## src/rtl/odd_change_pkg.sv

```systemverilog
`timescale 1ns/1ps
`default_nettype none
// ============================================================================
//  Module      : odd_change_pkg
//  Description : Shared helpers for the odd-ratio 50% duty-cycle divider.
//  Revision    : 1.0 - initial release
// ============================================================================
package odd_change_pkg;

    // A division ratio is usable only when it is odd and at least 3.
    function automatic bit div_is_legal(input int n);
        return (n >= 3) && ((n % 2) == 1);
    endfunction

endpackage : odd_change_pkg
`default_nettype wire

```

## src/rtl/mod_n_counter.sv

```systemverilog
`timescale 1ns/1ps
`default_nettype none
// ============================================================================
//  Module      : mod_n_counter
//  Description : Wrap-around counter 0..MOD-1 with synchronous reset.
//  Revision    : 1.0 - initial release
// ============================================================================
module mod_n_counter #(
    parameter int MOD = 5,
    parameter int W   = $clog2(MOD)
) (
    input  logic         clk,
    input  logic         rst,
    output logic [W-1:0] cnt
);

    localparam logic [W-1:0] c_last = W'(MOD - 1);

    // Count up each rising edge, wrapping from MOD-1 back to zero.
    always_ff @(posedge clk) begin
        if (rst) begin
            cnt <= '0;
        end else if (cnt == c_last) begin
            cnt <= '0;
        end else begin
            cnt <= cnt + W'(1);
        end
    end

endmodule : mod_n_counter
`default_nettype wire

```

## src/rtl/odd_change.sv

```systemverilog
`timescale 1ns/1ps
`default_nettype none
// ============================================================================
//  Module      : odd_change
//  Description : Divides clk by an odd ratio DIV_N with exact 50% duty cycle.
//                A posedge flag is high for (DIV_N-1)/2 cycles; OR-ing it with
//                a half-cycle-delayed copy stretches the high time by half a
//                clock, giving DIV_N/2 cycles high and DIV_N/2 cycles low.
//  Revision    : 1.0 - initial release
// ============================================================================
module odd_change
    import odd_change_pkg::*;
#(
    parameter int DIV_N = 5
) (
    input  logic clk,
    input  logic rst,
    output logic dout
);

    localparam int                 CNT_W    = $clog2(DIV_N);
    localparam logic [CNT_W-1:0]   HIGH_CNT = CNT_W'((DIV_N - 1) / 2);

    // Reject even or too-small ratios while elaborating.
    if (!div_is_legal(DIV_N)) begin : g_bad_div
        $error("odd_change: DIV_N=%0d is illegal, must be odd and >= 3", DIV_N);
    end

    logic [CNT_W-1:0] w_cnt_p;
    logic             r_q_p;
    logic             r_q_n;

    mod_n_counter #(
        .MOD (DIV_N),
        .W   (CNT_W)
    ) u_cnt_p (
        .clk (clk),
        .rst (rst),
        .cnt (w_cnt_p)
    );

    // Posedge flag: high while the pre-update count is in the first half.
    always_ff @(posedge clk) begin
        if (rst) begin
            r_q_p <= 1'b0;
        end else begin
            r_q_p <= (w_cnt_p < HIGH_CNT);
        end
    end

    // Negedge copy of the posedge flag, delayed by half a clock period.
    always_ff @(negedge clk) begin
        if (rst) begin
            r_q_n <= 1'b0;
        end else begin
            r_q_n <= r_q_p;
        end
    end

    // Output is a pure OR of the two flops; the overlap hides the hand-off.
    assign dout = r_q_p | r_q_n;

endmodule : odd_change
`default_nettype wire

```

## config.mk

```make
export PLATFORM = sky130hd
export DESIGN_NAME = odd_change
export DESIGN_NICKNAME = d
export VERILOG_FILES = /design/src/rtl/odd_change_pkg.sv /design/src/rtl/mod_n_counter.sv /design/src/rtl/odd_change.sv
export SDC_FILE = /design/constraint.sdc
export NUM_CORES = 1
export LEC_CHECK = 0
export CAP_MARGIN = 40
export CORE_AREA = 2 2 39 41
export DETAILED_ROUTE_END_ITERATION = 8
export DIE_AREA = 0 0 41 43
export SLEW_MARGIN = 10
export SYNTH_ARGS = -nofsm -noshare
export SYNTH_HDL_FRONTEND = slang
export SYNTH_SLANG_ARGS = --single-unit
```

## constraint.sdc

```tcl
create_clock -name clk -period 1.1 [get_ports clk]
set_input_delay 0.22 -clock clk [delete_from_list [all_inputs] [get_ports clk]]
set_output_delay 0.22 -clock clk [all_outputs]
set_load 0.01 [all_outputs]
```

Yosys cells after proc, flatten, opt, wreduce, memory -nomap -nowiden. Index checks and enable logic that the tools add are counted.

Bits in registers: 5. Bits of input ports: 2. Output and inout bits: 1.

Add/sub/neg operators: 1. $lt $le $gt $ge: 1. Equal/unequal tests: 1. Bitwise gates (word level): 1. Reduce and logical (&&, ||, !) cells: 1.

Operators with widths (number): $add A3 B1 Y3 const B (1); $eq A3 B3 Y1 const B (1); $lt A3 B2 Y1 const B (1); $reduce_or A2 Y1 (1); $or A1 B1 Y1 (1).

Logic depth before layout (Yosys ltp). Gate-level depths: netlist (run 1).

Word-level depth: 2. Gate-level depth with buffers: 4. Mapped depth without buffers: 4.

Hierarchy. Synthesis (run 1) repeated with hierarchy kept, for this count alone.

Cell total of the unflattened synthesis: 19. Area total of the unflattened synthesis: 193.9 µm².

Modules (own cells, without submodules): mod_n_counter (instances 1, cells each 13, area each 130.1 µm², seq. area each 60.1 µm²); odd_change (instances 1, cells each 6, area each 63.8 µm², seq. area each 40.0 µm²).

==> results of run 1 <==
==> flip-flops by register name, indices dropped and copies added (netlist names) <==
| register | cells |
|---|---|
| r_q_p | 1 |
| r_q_n | 1 |
| u_cnt_p.cnt | 3 |
==> worst max-delay path by stage <==
stage / startpoint / slack (ps) / to / cells after the start
3_5_place_dp: r_q_n$_SDFF_NP0_ / -630 / dout / 2
6_report: r_q_n$_SDFF_NP0_ / -590 / dout / 2
3_3_place_gp: r_q_n$_SDFF_NP0_ / -620 / dout / 2
4_1_cts: r_q_n$_SDFF_NP0_ / -600 / dout / 2
2_1_floorplan: r_q_n$_SDFF_NP0_ / -170 / dout / 1
5_1_grt: r_q_n$_SDFF_NP0_ / -640 / dout / 2
==> through the flow <==
| stage | util (%) | TNS (ps) |
|---|---|---|
| 5_1_grt | 20.7 | -660 |
| 3_5_place_dp | 17.7 | -1060 |
| 4_1_cts | 20.0 | -600 |
| 6_report | 20.7 | -585 |
| 2_1_floorplan | - | -172 |
| 3_3_place_gp | 17.7 | -1030 |
==> layer usage <==
layer	wire length [um]	part of all wire (%)	up-vias	track usage, %
li1	-	-	75	-
met1	123	40	64	3.54
met2	141	46	5	8.13
met3	40	13	0	7.85
met4	0	0	0	4.00
met5	0	0	-	0
==> tightest hold or removal path, stage by stage <==
cell and delay, ps:
dlygate4sd2_1 220, buf_4 120, a21oi_2 30
==> cells by family after synthesis <==
family / Yosys count / synth area share (%)
adder cells (fa/ha/maj): 2 / 12.8
AND/OR/NAND/NOR: 7 / 23.1
flip-flops: 5 / 51.3
AO/OA/AOI/OAI: 2 / 7.05
buffers and inverters: 3 / 5.77
==> power groups by stage <==
stage / clock network, W / logic, W / registers [W]
after floorplan: 0.0000114 / 0.0000352 / 0.000210
after global placement: 0.0000114 / 0.0000565 / 0.000212
after detailed placement: 0.0000114 / 0.0000594 / 0.000212
after CTS: 0.000227 / 0.0000620 / 0.000213
after global routing: 0.000248 / 0.0000794 / 0.000214
final: 0.000214 / 0.0000668 / 0.000212
==> final cells by class <==
type / instances / area (um^2)
Inverter: 2 / 7.51
Sequential cell: 5 / 103
Tap cell: 16 / 20.0
Fill cell: 153 / 1100
Timing Repair Buffer: 3 / 27.5
Clock inverter: 2 / 7.51
Multi-Input combinational cell: 11 / 98.8
Clock buffer: 3 / 22.5
==> cell usage in the layout, fill, tap and decap left out, types with 2 or more instances in the layout <==
cell / count
and2_1: 2
inv_1: 2
clkbuf_4: 3
inv_2: 2
dfxtp_2: 2
dfxtp_1: 3
==> what timing repair did <==
action	4_1_cts	5_1_grt
pin swaps	1	1
gates resized for setup	11	1
setup endpoints to repair	3	2
==> reports/metrics.yaml, run 1 <==
timing:
  holdWs_ps: 387
  worstMarginPinSlew_ps: 150
  worst_slack_ps: -585
  fin_skew_ps: 53.5
  relSlewSlack_pct: 89.9
  setup_violations: 1
  grt_setup_unrepaired: "yes"
  finalHoldViolations: 0
  drv_slew: 0
placement:
  io_buffers: 2
  gp_congestion: 0.708
  place_area_um2: 245
  dp.cells: 38
  dp_slack_ps: -626
critical_path:
  r2r_slack_ps: 40
  path_buf_inv: 1
  start_kind: "flop"
  worst_r2r_endpoint: "u_cnt_p.cnt[2]$_SDFF_PP0_"
  required_ps: 880
  slowest_stage: "dfxtp_1"
  endpoint_kind: "output pin"
  slowest_delay_ps: 280
  criticalPathCategory: "flop to output pin"
  ff2ff_path_depth: 3
  r2r_start: "u_cnt_p.cnt[0]$_SDFF_PP0_"
  cp_max_fo: 1
  arrival_ps: 1470
  critical_path.top_delay_family: "flip-flops"
  crit_chain: "or2_4 -> buf_6"
pwr:
  combPwrFrac_pct: 13.6
  power_switching_w: 0.000118
  p_leak_nw: 0.122
  cellInternalPower_w: 0.000374
  power.total_w: 0.000492
  vdd_drop_max_mv: 0.463
  switching_share_pct: 23.9
  seqPwrFrac_pct: 43.1
  cellPowerDensity_mw_per_mm2: 1720
  clkPwrFrac_pct: 43.4
global_routing:
  grt_max_degree: 5
  grt_pass1_wl_um: 593
  grt_pass1_vias: 170
  grt-ovfl-total: 0
  track_usage_pct: 5.82
  antenna_found_initial: 0
synth:
  netlist_instances: 19
  yosysTopAreaCell: "dfxtp_1"
  synth_top_area_share_pct: 51.3
  synth_seq_area_share_pct: 51.3
  yosysMostFrequentCell: "dfxtp_1"
  ys_ff_latch: 5
  syn_nets: 23
  synth_area_per_cell_um2: 10.3
  synth_common_cells: "5 x dfxtp_1, 3 x inv_1, 2 x and2_1, 2 x ha_1"
  syn_area_um2: 195
  ys.flop_type: "dfxtp_1"
  async_reset_ff_share_pct: 0
  synth.area.top_cells: "dfxtp_1 51%, ha_1 13%, and2_1 6.4%"
  synth.distinct_cells: 11
  synth_edf_count: 0
  yosysWarnings: 0
drt:
  drtAntennaViolNets: 0
  vias_per_cell: 3.43
  routedWlPerCell_um: 7.26
  num_vias: 144
  drtIter0Drc: 3
  drc: 0
  dr.pass1.iters: 2
  wl_um: 305
cts:
  clockRootBuffer: "clkbuf_4"
  ctsHoldBuffers: 0
  postCtsSetupBuffers: 0
  h-tree-depth: 1
  cts_tree: "yes"
  cts_sinks: 5
  clkSlewWorstSetupHoldPaths_ps: 40
  numCtsBuffers: 3
  clock_latency_ps: 290
  clockBufferDepth: 2
layout:
  drive_gt1_share_pct: 46.2
  finalNonFillerCells: 42
  design_area_um2: 287
  n_antenna_cell: 0
  area_growth_pct: 46.8
  nets: 31
die:
  core_area_mm2: 0.00138
  rows: 14
  dieArea_mm2: 0.00176
  die_y_um: 43
  boundaryPins: 3
  initial_core_util_pct: 14.1
  die_w_um: 41
min_path:
  hold_end: "u_cnt_p.cnt[2]$_SDFF_PP0_"
  min_from: "rst"
  hold_path_depth: 3
  hold_class: "input port to flop"
outcome:
  violations: "negative setup slack"
  outcome: "complete, but fails checks"
job:
  cap_violations: 0
Power figures use the tool's default switching activity.
==> inputs of run 2 (changes only) <==
--- a/config.mk
+++ b/config.mk
@@ -9,6 +9,7 @@
 export CORE_AREA = 2 2 39 41
 export DETAILED_ROUTE_END_ITERATION = 8
 export DIE_AREA = 0 0 41 43
+export GPL_TIMING_DRIVEN = 1
 export SLEW_MARGIN = 10
 export SYNTH_ARGS = -nofsm -noshare
 export SYNTH_HDL_FRONTEND = slang
==> results of run 2 <==
No change in the layout: final DEF, timing and power equal those of run 1.
